File: src/rtl/palette_lut.sv
`default_nettype none
// ============================================================================
// palette_lut : flop-based colour palette with 2-stage lookup and brightness fade
// Optional fade logic enabled by defining PALETTE_FADE_EN.  Revision: 1.0
// ============================================================================
module palette_lut #(
  parameter int INDEX_W  = 5,
  parameter int COLOR_W  = 4,
  parameter int FADE_DIV = 4
) (
  input  logic                 Clk,
  input  logic                 Reset,
  input  logic [INDEX_W-1:0]   pix_index,
  input  logic                 pix_valid,
  input  logic                 wr_en,
  input  logic [INDEX_W-1:0]   wr_addr,
  input  logic [3*COLOR_W-1:0] wr_data,
  input  logic                 fade_start,
  input  logic                 fade_dir,
  output logic [COLOR_W-1:0]   red,
  output logic [COLOR_W-1:0]   green,
  output logic [COLOR_W-1:0]   blue,
  output logic                 rgb_valid,
  output logic                 fade_busy,
  output logic                 fade_done
);

  localparam int c_DEPTH = 1 << INDEX_W;
  localparam int c_DATA_W = 3 * COLOR_W;
  localparam int c_LVL_W = COLOR_W + 1;
  localparam logic [c_LVL_W-1:0] c_LVL_FULL = c_LVL_W'(1 << COLOR_W);

  logic [c_DATA_W-1:0] r_mem [c_DEPTH];
  logic                r_s1_valid;
  logic [c_DATA_W-1:0] r_s1_data;
  logic [c_LVL_W-1:0]  w_level;

  function automatic logic [COLOR_W-1:0] f_scale(input logic [COLOR_W-1:0] c,
                                                  input logic [c_LVL_W-1:0] lvl);
    return COLOR_W'(({{c_LVL_W{1'b0}}, c} * {{COLOR_W{1'b0}}, lvl}) >> COLOR_W);
  endfunction

  always_ff @(posedge Clk or posedge Reset) begin
    if (Reset) begin
      for (int i = 0; i < c_DEPTH; i++) begin
        r_mem[i] <= '0;
      end
    end else if (wr_en) begin
      r_mem[wr_addr] <= wr_data;
    end
  end

  // Stage 1 samples the array before this edge's write lands, so a colliding read sees old data.
  always_ff @(posedge Clk or posedge Reset) begin
    if (Reset) begin
      r_s1_valid <= 1'b0;
      r_s1_data  <= '0;
    end else begin
      r_s1_valid <= pix_valid;
      r_s1_data  <= r_mem[pix_index];
    end
  end

  always_ff @(posedge Clk or posedge Reset) begin
    if (Reset) begin
      rgb_valid <= 1'b0;
      red       <= '0;
      green     <= '0;
      blue      <= '0;
    end else begin
      rgb_valid <= r_s1_valid;
      red       <= r_s1_valid ? f_scale(r_s1_data[c_DATA_W-1 -: COLOR_W], w_level) : '0;
      green     <= r_s1_valid ? f_scale(r_s1_data[2*COLOR_W-1 -: COLOR_W], w_level) : '0;
      blue      <= r_s1_valid ? f_scale(r_s1_data[COLOR_W-1:0], w_level) : '0;
    end
  end

`ifdef PALETTE_FADE_EN
  typedef enum logic [1:0] {
    S_IDLE   = 2'd0,
    S_FADING = 2'd1,
    S_DONE   = 2'd2
  } fade_state_t;

  localparam int c_STEP_W = (FADE_DIV > 1) ? $clog2(FADE_DIV) : 1;
  localparam logic [c_STEP_W-1:0] c_STEP_LAST = c_STEP_W'(FADE_DIV - 1);

  fade_state_t          r_state, w_state_nxt;
  logic [c_STEP_W-1:0]  r_step, w_step_nxt;
  logic [c_LVL_W-1:0]   r_level, w_level_nxt;
  logic [c_LVL_W-1:0]   r_target, w_target_nxt;

  always_ff @(posedge Clk or posedge Reset) begin
    if (Reset) begin
      r_state  <= S_IDLE;
      r_step   <= '0;
      r_level  <= c_LVL_FULL;
      r_target <= c_LVL_FULL;
    end else begin
      r_state  <= w_state_nxt;
      r_step   <= w_step_nxt;
      r_level  <= w_level_nxt;
      r_target <= w_target_nxt;
    end
  end

  always_comb begin
    w_state_nxt  = r_state;
    w_step_nxt   = r_step;
    w_level_nxt  = r_level;
    w_target_nxt = r_target;
    fade_busy    = 1'b0;
    fade_done    = 1'b0;
    case (r_state)
      S_IDLE: begin
        if (fade_start) begin
          w_state_nxt  = S_FADING;
          w_target_nxt = fade_dir ? c_LVL_FULL : '0;
          w_step_nxt   = '0;
        end
      end
      S_FADING: begin
        fade_busy = 1'b1;
        if (r_step == c_STEP_LAST) begin
          w_step_nxt = '0;
          // Completion is judged before moving, so an already-at-target fade still waits one step.
          if (r_level == r_target) begin
            w_state_nxt = S_DONE;
          end else if (r_level < r_target) begin
            w_level_nxt = r_level + 1'b1;
          end else begin
            w_level_nxt = r_level - 1'b1;
          end
        end else begin
          w_step_nxt = r_step + 1'b1;
        end
      end
      S_DONE: begin
        fade_busy   = 1'b1;
        fade_done   = 1'b1;
        w_state_nxt = S_IDLE;
      end
      default: begin
        w_state_nxt = S_IDLE;
      end
    endcase
  end

  assign w_level = r_level;
`else
  logic w_unused;

  assign w_level   = c_LVL_FULL;
  assign fade_busy = 1'b0;
  assign fade_done = 1'b0;
  assign w_unused  = &{1'b0, fade_start, fade_dir, FADE_DIV[0]};
`endif

endmodule
`default_nettype wire

File: config.mk
export PLATFORM = sky130hd
export DESIGN_NAME = palette_lut
export DESIGN_NICKNAME = d
export VERILOG_FILES = /design/src/rtl/palette_lut.sv
export SDC_FILE = /design/constraint.sdc
export NUM_CORES = 1
export LEC_CHECK = 0
export ABC_AREA = 0
export CAP_MARGIN = 20
export CORE_MARGIN = 5
export CORE_UTILIZATION = 40
export CTS_BUF_LIST = sky130_fd_sc_hd__clkbuf_2 sky130_fd_sc_hd__clkbuf_4 sky130_fd_sc_hd__clkbuf_8
export CTS_CLUSTER_DIAMETER = 200
export DETAILED_ROUTE_END_ITERATION = 7
export PLACE_DENSITY = 0.65
export REMOVE_ABC_BUFFERS = 1
export SYNTH_ARGS = -nofsm -noshare
export SYNTH_HDL_FRONTEND = slang
export SYNTH_SLANG_ARGS = --single-unit
File: constraint.sdc
create_clock -name Clk -period 44.4 [get_ports Clk]
set_input_delay 11.1 -clock Clk [delete_from_list [all_inputs] [get_ports Clk]]
set_output_delay 11.1 -clock Clk [all_outputs]
set_load 0.01 [all_outputs]
## Word-level counts from Yosys, hierarchy flattened

Cells that the tools add are included.

- Register bits after elaboration: 410
- Input bits: 28
- Output and inout bits: 15
- Logic and storage cells: 53

- Order comparisons: 3
- Mux-type cells: 9
- Bitwise gates (word level): 2
- Reductions and logical operators: 1

Operator list:

| cell | count |
|---|---|
| $bwmux W384 | 1 |
| $bmux W12 S5 | 1 |
| $demux W12 S5 | 1 |
| $mux W12 | 3 |
| $ge A6 B6 Y1 const B | 2 |
| $mux W4 | 3 |
| $not A5 Y6 | 2 |
| $lt A6 B1 Y1 const B | 1 |
| $logic_and A1 B1 Y1 | 1 |

## Longest topological paths before layout

Gate-level depths: netlist of the first run.

- Depth in word-level cells: 6
- Gate-level depth with buffers: 8
- Gate-level depth less buffers: 5

## Worst setup path before layout of the first run

Ideal clock, no wire load.

- Path type: in2reg
- Start point: input port pix_index[1]
- End point: register r_s1_data[2]
- Library setup time: 129 ps
- Arrival time: 12208 ps
- Data required time: 44271 ps
- Path slack: 32063 ps
- Stages: 8
- Buffers on the path: 4
- Cells stage by stage: buf_2 > buf_6 > buf_4 > buf_4 > mux2i_1 > nand2_1 > a31oi_1 > nand3_1

- Word-level cells in the longest chain between the ends: 4

RTL lines:

| item | line | source |
|---|---|---|
| from (decl) | 13 | `input logic [INDEX_W-1:0] pix_index,` |
| $not A5 Y6 (not written as such) | 60 | `r_s1_data <= r_mem[pix_index];` |
| $bmux W12 S5 | 60 |  |
| $mux W12 (not written as such) (2 in series) | 60 |  |
| to (signal assigned) | 60 |  |
| to (decl) | 35 | `logic [c_DATA_W-1:0] r_s1_data;` |

Every way passes these cells. The select of a mux whose other input is x is not followed.
A chain may end at the register's enable or synchronous reset.

## Worst setup path after layout of the first run

- Start point: input port pix_index[1]
- End point: register r_s1_data[5]

The elaborated chain is that of the path after synthesis.

==> flow_metrics.py, run 1 <==
metrics = {
    "yosys": {
        "netlist_instances": 1354,
        "seq_cells_post_synth": 410,
        "syn_area_sq_um": 18800,
        "synth.yosys.seq_area_share": 0.546,
        "synth.yosys.warnings": 0,
        "netlist-cell-type-count": 33,
        "number_of_enable_flip_flop_cells_after_synthesis": 0,
        "synth_top_flop_cell": "sky130_fd_sc_hd__dfrtp_1",
        "synthesis.area_per_instance_sq_um": 13.9,
        "synth-async-reset-ratio": 1.00,
    },
    "setup_path": {
        "worstPathCellList": "buf_8, buf_4, buf_4, mux2i_1, a22o_1, nor3_1, a31oi_1, nand3_1",
        "critical_path.most_common_cell": "sky130_fd_sc_hd__buf_4",
        "worst-setup-path-type": "in2reg",
        "required_ns": 44.93,
        "end_kind": "register",
        "worst-path-max-fanout": 73,
        "timing.critical_path.from_type": "input pin",
        "cp.arrival_ns": 14.27,
        "critPathSlowestCell": "sky130_fd_sc_hd__buf_4",
        "critical-path-max-stage-delay_ns": 0.88,
    },
    "clock_tree": {
        "cts_inserted_buffers": 70,
        "tritoncts_clock_tree": "yes",
        "clock_sinks": 410,
        "clock_edge_transition_at_the_registers_on_the_reported_setup_and_hold_paths_ns": 0.06,
        "clockRootBuffer": "sky130_fd_sc_hd__clkbuf_8",
        "clock_path_buffers": 3,
        "cts_hold_buf": 0,
        "cts_setup_buffers": 0,
        "clock_latency_ns": 0.61,
        "h-tree-depth": 3,
        "postCtsResizedCells": 0,
    },
    "grt": {
        "grt_max_degree": 187,
        "groute.usage.overall": 0.171,
        "antenna_found_initial": 2,
        "wire_length_of_the_first_global_routing_pass_microns": 67700,
        "global_route.overflow_total": 0,
        "via_count_of_the_first_global_routing_pass": 11700,
    },
    "drt": {
        "routedWlPerCell_microns": 21.2,
        "routed-via-count": 11000,
        "detailedRoute.firstIterationViolations": 577,
        "drc_violations": 0,
        "dr.pass1.iters": 5,
        "detail_route.vias_per_cell": 5.40,
        "finalWirelength_microns": 43100,
        "detail-route-antenna-nets": 0,
    },
    "timing": {
        "layout_worst_path_cycle_share": 0.309,
        "timing.slew.headroom": 0.213,
        "timing_max_transition_violations_final": 0,
        "setup_viol": 0,
        "postLayoutSetupSlackWorst_ns": 30.66,
        "rsz0062_at_grt": "false",
        "final.min_clock_period_ns": 13.74,
        "finalClockSkew_ns": 0.0265,
        "timing.final.hold_violations": 0,
        "timing_worst_slew_pin_value_ns": 1.18,
        "worst_hold_slack_ns": 0.453,
        "finalSetupTns_ns": 0,
        "maximum_achievable_frequency_ghz": 0.0728,
    },
    "die": {
        "effective_utilization_at_floorplan": 0.404,
        "die_h_microns": 227,
        "top_level_ports": 43,
        "core.rowCount": 79,
        "core_region_area_sq_um": 46500,
        "die-area_sq_um": 51400,
        "die_width_microns": 227,
    },
    "place": {
        "dpl.hpwl_microns": 24800,
        "routabilityCongestion": 0.760,
        "numPortBuffers": 38,
        "dp_worst_setup_slack_ns": 29.35,
    },
    "run_status": {
        "result_of_the_run": "finished, final reports clean",
    },
    "finish": {
        "finish.net_count": 1399,
        "final_layout_size_suffix_gt1_frac": 0.390,
        "finish.utilization": 0.451,
        "area_growth_syn_to_layout_pct": 11.7,
        "leading_cell_type_in_the_layout_fill_and_taps_excluded": "sky130_fd_sc_hd__dfrtp_1",
        "layout.cells.most_common_list": "410 x sky130_fd_sc_hd__dfrtp_1, 380 x sky130_fd_sc_hd__mux2_2, 192 x sky130_fd_sc_hd__mux2i_1",
    },
    "pwr": {
        "cellPowerDensity_nw_per_um2": 46.6,
        "vdd_ir_drop_max_mv": 0.0183,
        "power.static_leakage_uw": 0.00973,
    },
    "hold_path": {
        "holdCritPathClass": "reg2reg",
    },
    "run": {
        "drv.max_cap_violation_count": 0,
    },
}
## power by group
| part | switching (uW) | internal [uW] | total, uW |
|---|---|---|---|
| Clock | 148 | 206 | 353 |
| Sequential | 33.2 | 445 | 478 |
| Combinational | 64.0 | 81.1 | 145 |
## cells by family (layout without fill, tap and decap cells)
group | Yosys count | count (layout) | share of synthesized area
other | 1 | 3 | 0.000200
and+or+nand+nor | 140 | 140 | 0.0414
muxes | 576 | 576 | 0.333
buffers and inverters | 119 | 186 | 0.0387
AOI/OAI and AO/OA | 108 | 108 | 0.0408
DFF | 410 | 410 | 0.546
## cells in the mapped netlist (all sizes together) (4+ instances only)
cell type  count  share of area
nor3b          4         0.0027
a21oi         24         0.0064
nor2          18         0.0068
dfrtp        410           0.55
a22oi         48          0.019
and2          13         0.0043
nand4         12         0.0040
clkbuf        53          0.011
nand2         41         0.0082
buf           65          0.027
nor3          13         0.0035
a22o          24          0.011
mux2         384           0.23
nand3b         4         0.0016
a31oi         12         0.0040
nand3         26         0.0069
mux2i        192           0.10
## final timing paths
check,startpoint,end,slack [ns],cells past startpoint
hold reg to reg,r_s1_data[8]$_DFF_PP0_,red[0]$_DFF_PP0_,0.45,1
setup / recovery,pix_index[1],r_s1_data[5]$_DFF_PP0_,30.66,8
hold / removal,r_s1_data[8]$_DFF_PP0_,red[0]$_DFF_PP0_,0.45,1
max in group asynchronous,Reset,red[1]$_DFF_PP0_,31.78,4
setup reg to reg,r_mem[297]$_DFFE_PP0P_,r_s1_data[9]$_DFF_PP0_,42.73,5
min in group asynchronous,Reset,r_mem[282]$_DFFE_PP0P_,10.82,2
## area by class of cell
cell class	count	area, sq um
Clock inverter	6	41.3
Sequential cell	410	10300
Multi-Input combinational cell	826	7820
Inverter	1	11.3
Fill cell	4251	25500
Clock buffer	117	1450
Tap cell	607	759
Timing Repair Buffer	62	626
Antenna cell	1	2.50
## state kept, by name, indices dropped and copies added, names as in the netlist
signal / cells
r_s1_data: 12
rgb_valid: 1
r_mem: 384
red: 4
green: 4
blue: 4
r_s1_valid: 1
## per-stage QoR
| step | instance area (sq um) | power, uW | cells |
|---|---|---|---|
| after global placement | 19400 | 620 | 1903 |
| after floorplan | 18100 | 582 | 1237 |
| final | 21000 | 976 | 2030 |
| after global routing | 21000 | 1030 | 2030 |
| after CTS | 20900 | 988 | 2027 |
| after detailed placement | 19400 | 630 | 1904 |
## worst max-delay path, delay by kind of cell
family          cells  cell delay (ns)
compound gates      2             0.45
buf+inv             3             1.84
simple gates        2             0.57
mux                 1             0.19
## metal layers
layer  GRT usage  vias to the layer above  wire length, microns
li1            -                     4934                     -
met1       0.236                     5770                 19800
met2       0.269                      193                 20200
met3      0.0348                       67                  1910
met4      0.0625                        2                  1190
met5           0                        -                    13
(Power assumes the default switching activity.)
==> inputs of run 2 (changes only) <==
PLACE_DENSITY = 0.68   (was 0.65)
clock period = 11.75 ns   (was 44.4 ns; I/O delays follow)
==> flow_metrics.py, run 2 (synthesis results as in run 1) <==
metrics = {
    "run": {
        "drv.max_cap_violation_count": 0,
    },
    "finish": {
        "finish.net_count": 1396,
        "finish.utilization": 0.450,
        "n_fill_cell": 4177,
        "final_layout_size_suffix_gt1_frac": 0.388,
        "top_register": "r_mem",
        "area_growth_syn_to_layout_pct": 11.4,
        "reg.largest.list": "r_mem (384), r_s1_data (12)",
        "largest_register_ff_count": 384,
        "layout.cells.most_common_list": "410 x sky130_fd_sc_hd__dfrtp_1, 380 x sky130_fd_sc_hd__mux2_2, 192 x sky130_fd_sc_hd__mux2i_1",
        "leading_cell_type_in_the_layout_fill_and_taps_excluded": "sky130_fd_sc_hd__dfrtp_1",
        "final_standard_cell_area_without_fillers_sq_um": 20900,
    },
    "grt": {
        "global_route.overflow_total": 0,
        "grt_max_degree": 162,
        "antenna_found_initial": 3,
        "groute.usage.overall": 0.169,
        "wire_length_of_the_first_global_routing_pass_microns": 67400,
        "via_count_of_the_first_global_routing_pass": 11700,
    },
    "timing": {
        "timing_max_transition_violations_final": 0,
        "layout_worst_path_cycle_share": 0.449,
        "maximum_achievable_frequency_ghz": 0.190,
        "timing.final.hold_violations": 0,
        "final.min_clock_period_ns": 5.28,
        "setup_viol": 0,
        "timing_worst_slew_pin_value_ns": 1.08,
        "rsz0062_at_grt": "false",
        "postLayoutSetupSlackWorst_ns": 6.47,
        "finalClockSkew_ns": 0.0167,
        "finalSetupTns_ns": 0,
        "timing.slew.headroom": 0.282,
    },
    "die": {
        "core_region_area_sq_um": 46500,
        "effective_utilization_at_floorplan": 0.404,
        "top_level_ports": 43,
        "core.rowCount": 79,
        "die-area_sq_um": 51400,
        "die_width_microns": 227,
        "die_h_microns": 227,
    },
    "drt": {
        "finalWirelength_microns": 43100,
        "detailedRoute.firstIterationViolations": 678,
        "detail_route.vias_per_cell": 5.44,
        "routed-via-count": 11000,
        "routedWlPerCell_microns": 21.3,
        "detail-route-antenna-nets": 0,
        "dr.pass1.iters": 5,
        "drc_violations": 0,
    },
    "pwr": {
        "internal_power_uw": 2750,
        "share_clk_of_total_power": 0.359,
        "sw_frac_of_total": 0.251,
        "pwr-share-seq": 0.491,
        "comb_power_share": 0.149,
        "net_load_switching_power_uw": 921,
        "vdd_ir_drop_max_mv": 0.0666,
        "power_uw": 3680,
        "power.static_leakage_uw": 0.00970,
        "cellPowerDensity_nw_per_um2": 176,
    },
    "place": {
        "numPortBuffers": 38,
        "dpl.hpwl_microns": 24800,
        "routabilityCongestion": 0.745,
        "dp_worst_setup_slack_ns": 5.76,
        "instance_area_after_placement_sq_um": 19400,
    },
    "run_status": {
        "result_of_the_run": "finished, final reports clean",
    },
    "setup_path": {
        "rrSetupSlack_ns": 10.13,
        "required_ns": 12.15,
        "critical-path-top-delay-family": "buffers and inverters",
        "buf_inv_stages_crit_path": 2,
        "critPathSlowestCell": "sky130_fd_sc_hd__buf_4",
        "cp.arrival_ns": 5.68,
        "worstPathCellList": "buf_8, buf_4, mux2i_1, a22o_1, nor3_1, a31oi_1, nand3_1",
        "end_kind": "register",
        "critical-path-max-stage-delay_ns": 0.85,
        "worst-path-max-fanout": 94,
        "timing.critical_path.from_type": "input pin",
        "worst-setup-path-type": "in2reg",
    },
    "clock_tree": {
        "tritoncts_clock_tree": "yes",
        "cts_setup_buffers": 0,
        "h-tree-depth": 3,
        "clock_path_buffers": 3,
        "clock_latency_ns": 0.58,
        "clock_sinks": 410,
        "clock_edge_transition_at_the_registers_on_the_reported_setup_and_hold_paths_ns": 0.06,
        "cts_hold_buf": 0,
        "clockRootBuffer": "sky130_fd_sc_hd__clkbuf_8",
        "postCtsResizedCells": 0,
        "cts_inserted_buffers": 70,
    },
    "hold_path": {
        "holdCritPathClass": "reg2reg",
    },
}
[run 2: changes by cell type in the layout (fill, tap and decap cells not counted)]
cell,change
sky130_fd_sc_hd__inv_6,-1
sky130_fd_sc_hd__clkinvlp_4,-1
sky130_fd_sc_hd__clkbuf_8,-5
sky130_fd_sc_hd__buf_4,-3
sky130_fd_sc_hd__bufinv_16,+1
sky130_fd_sc_hd__diode_2,+2
sky130_fd_sc_hd__clkinv_2,+2
sky130_fd_sc_hd__clkbuf_4,+1
[run 2: stage by stage]
stage                     std cells  hold WS [ns]
after floorplan                1237         0.434
after global placement         1900         0.440
after detailed placement       1902         0.441
after CTS                      2022         0.455
after global routing           2024         0.469
final                          2026         0.453
[run 2: worst paths after layout]
kind / startpoint / end / depth (start not counted)
max reg2reg: r_mem[297]$_DFFE_PP0P_ / r_s1_data[9]$_DFF_PP0_ / 5
max in group asynchronous: Reset / r_mem[28]$_DFFE_PP0P_ / 3
min reg2reg: r_s1_data[1]$_DFF_PP0_ / blue[1]$_DFF_PP0_ / 1
min in group asynchronous: Reset / r_mem[149]$_DFFE_PP0P_ / 2
min: r_s1_data[1]$_DFF_PP0_ / blue[1]$_DFF_PP0_ / 1
max: pix_index[1] / r_s1_data[9]$_DFF_PP0_ / 7
[run 2: power by group through the flow]
stage               clock [uW]  combinational [uW]  sequential, uW
floorplan                    0                 400            1800
global placement             0                 530            1810
detailed placement           0                 552            1830
CTS                       1360                 553            1800
global route              1420                 607            1840
finish                    1320                 548            1810
[run 2: worst reg2reg max path, stage by stage (launching register included)]
cell                      delay [ns]
sky130_fd_sc_hd__dfrtp_1        0.37
sky130_fd_sc_hd__mux2i_1        0.13
sky130_fd_sc_hd__a22o_1         0.21
sky130_fd_sc_hd__nor3_1         0.08
sky130_fd_sc_hd__a31oi_1        0.41
sky130_fd_sc_hd__nand3_1        0.23
[run 2: area by class of cell]
| cell class | instances | area (sq um) | area share |
|---|---|---|---|
| Sequential cell | 410 | 10300 | 0.490 |
| Multi-Input combinational cell | 826 | 7820 | 0.374 |
| Clock buffer | 113 | 1390 | 0.0666 |
| Tap cell | 607 | 759 | 0.0363 |
| Timing Repair Buffer | 59 | 603 | 0.0288 |
| Clock inverter | 7 | 65.1 | 0.00311 |
| Inverter | 1 | 11.3 | 0.000538 |
| Antenna cell | 3 | 7.51 | 0.000359 |
[run 2: per-layer routing]
metal / part of all wire / vias up / global-route usage
li1: - / 4927 / -
met1: 0.47 / 5797 / 0.242
met2: 0.46 / 235 / 0.261
met3: 0.047 / 64 / 0.0295
met4: 0.024 / 0 / 0.0578
met5: 0 / - / 0
==> inputs of run 3 (changes only) <==
PLACE_DENSITY = 0.65   (was 0.68)
clock period = 5.3 ns   (was 11.75 ns; I/O delays follow)
==> flow_metrics.py, run 3 (synthesis results as in run 1) <==
metrics = {
    "finish": {
        "final_layout_size_suffix_gt1_frac": 0.392,
        "final_standard_cell_area_without_fillers_sq_um": 21000,
        "reg.largest.list": "r_mem (384), r_s1_data (12)",
        "leading_cell_type_in_the_layout_fill_and_taps_excluded": "sky130_fd_sc_hd__dfrtp_1",
        "layout.cells.most_common_list": "410 x sky130_fd_sc_hd__dfrtp_1, 380 x sky130_fd_sc_hd__mux2_2, 192 x sky130_fd_sc_hd__mux2i_1",
        "finish.net_count": 1404,
        "n_fill_cell": 4221,
        "final-instance-count-excl-fill": 2035,
        "top_register": "r_mem",
        "largest_register_ff_count": 384,
        "area_growth_syn_to_layout_pct": 11.8,
    },
    "place": {
        "dp_worst_setup_slack_ns": 1.30,
        "dp.cells": 1912,
        "instance_area_after_placement_sq_um": 19500,
        "dpl.hpwl_microns": 25900,
        "numPortBuffers": 38,
        "routabilityCongestion": 0.746,
    },
    "setup_path": {
        "end_kind": "register",
        "worst-setup-path-type": "in2reg",
        "critPathSlowestCell": "sky130_fd_sc_hd__nor2b_4",
        "required_ns": 5.73,
        "cp.arrival_ns": 3.75,
        "rrSetupSlack_ns": 3.74,
        "worstRegToRegCells": 5,
        "timing.critical_path.from_type": "input pin",
        "rr_endpoint": "r_s1_data[9]$_DFF_PP0_",
        "worstPathCellList": "clkdlybuf4s50_1, nor2b_4, a22o_1, nor3_1, a31oi_1, nand3_1",
        "timing.critical_path.to": "r_s1_data[9]$_DFF_PP0_",
        "startpoint": "pix_index[2]",
        "regToRegStartpoint": "r_mem[345]$_DFFE_PP0P_",
        "critical-path-max-stage-delay_ns": 0.84,
        "worst-path-max-fanout": 26,
    },
    "drt": {
        "finalWirelength_microns": 43500,
        "dr.pass1.iters": 5,
        "routed-via-count": 11000,
        "drc_violations": 0,
        "routedWlPerCell_microns": 21.4,
        "detail_route.vias_per_cell": 5.42,
        "detailedRoute.firstIterationViolations": 580,
        "detail-route-antenna-nets": 0,
    },
    "die": {
        "core.rowCount": 79,
        "effective_utilization_at_floorplan": 0.404,
        "core_region_area_sq_um": 46500,
        "die_h_microns": 227,
        "die_width_microns": 227,
        "top_level_ports": 43,
        "die-area_sq_um": 51400,
    },
    "timing": {
        "maximum_achievable_frequency_ghz": 0.301,
        "finalClockSkew_ns": 0.0341,
        "worst_hold_slack_ns": 0.460,
        "final.min_clock_period_ns": 3.32,
        "timing_max_transition_violations_final": 0,
        "rsz0062_at_grt": "false",
        "postLayoutSetupSlackWorst_ns": 1.98,
        "setup_viol": 0,
        "timing.slew.headroom": 0.256,
        "finalSetupTns_ns": 0,
        "timing_worst_slew_pin_value_ns": 1.12,
        "timing.final.hold_violations": 0,
        "layout_worst_path_cycle_share": 0.626,
    },
    "grt": {
        "wire_length_of_the_first_global_routing_pass_microns": 68500,
        "grt_max_degree": 107,
        "antenna_found_initial": 4,
        "groute.usage.overall": 0.172,
        "global_route.overflow_total": 0,
        "via_count_of_the_first_global_routing_pass": 11700,
    },
    "pwr": {
        "comb_power_share": 0.150,
        "power.static_leakage_uw": 0.00974,
        "cellPowerDensity_nw_per_um2": 388,
        "pwr-share-seq": 0.492,
        "internal_power_uw": 6090,
        "net_load_switching_power_uw": 2060,
        "vdd_ir_drop_max_mv": 0.147,
        "share_clk_of_total_power": 0.358,
        "sw_frac_of_total": 0.253,
    },
    "run_status": {
        "result_of_the_run": "finished, final reports clean",
    },
    "hold_path": {
        "min_from": "r_s1_data[8]$_DFF_PP0_",
        "holdCritPathClass": "reg2reg",
        "holdPathStages": 1,
    },
    "clock_tree": {
        "cts_inserted_buffers": 69,
        "cts_setup_buffers": 0,
        "clock_path_buffers": 3,
        "clockRootBuffer": "sky130_fd_sc_hd__clkbuf_8",
        "clock_latency_ns": 0.60,
        "tritoncts_clock_tree": "yes",
        "h-tree-depth": 3,
        "clock_edge_transition_at_the_registers_on_the_reported_setup_and_hold_paths_ns": 0.06,
        "clock_sinks": 410,
        "postCtsResizedCells": 0,
        "cts_hold_buf": 0,
    },
    "run": {
        "drv.max_cap_violation_count": 0,
    },
}
run 3: cell type report:
class / count / area (sq um) / area share
multi-input cells: 826 / 7820 / 0.372
clock buffers: 111 / 1370 / 0.0650
repair buffers: 68 / 681 / 0.0324
well taps: 607 / 759 / 0.0362
inverters: 1 / 11.3 / 0.000536
clock inverters: 11 / 95.1 / 0.00453
diodes: 1 / 2.50 / 0.000119
flip-flops and latches: 410 / 10300 / 0.489
run 3: power by group through the flow:
stage          registers (uW)  clock network (uW)  logic (uW)
2_1_floorplan            3990                   0         888
3_3_place_gp             4020                   0        1190
3_5_place_dp             4060                   0        1230
4_1_cts                  4000                3000        1240
5_1_grt                  4080                3140        1350
6_report                 4010                2920        1220
run 3: worst min-delay path by stage:
stage                         end  slack (ns)
5_1_grt        green[2]$_DFF_PP0_        0.49
3_5_place_dp     red[0]$_DFF_PP0_        0.44
3_3_place_gp   green[0]$_DFF_PP0_        0.44
4_1_cts          red[0]$_DFF_PP0_        0.46
6_report         red[0]$_DFF_PP0_        0.46
2_1_floorplan   blue[0]$_DFF_PP0_        0.43
run 3: metrics by stage:
step	total power, uW	utilization
3_3_place_gp	5210	0.420
2_1_floorplan	4870	-
5_1_grt	8570	0.452
6_report	8150	0.452
3_5_place_dp	5290	0.420
4_1_cts	8240	0.452
run 3: critical path, delay by kind of cell:
kind,cells,cell delay (ns)
and+or+nand+nor,3,1.09
AOI/OAI and AO/OA,2,0.70
buffers and inverters,1,0.62
run 3: routing by layer:
metal  vias to the layer above  GRT usage  routed length (microns)
li1                       4954          -                        -
met1                      5774      0.249                    20400
met2                       224      0.264                    20000
met3                        63     0.0346                     2090
met4                         6     0.0530                     1000
met5                         -          0                       47
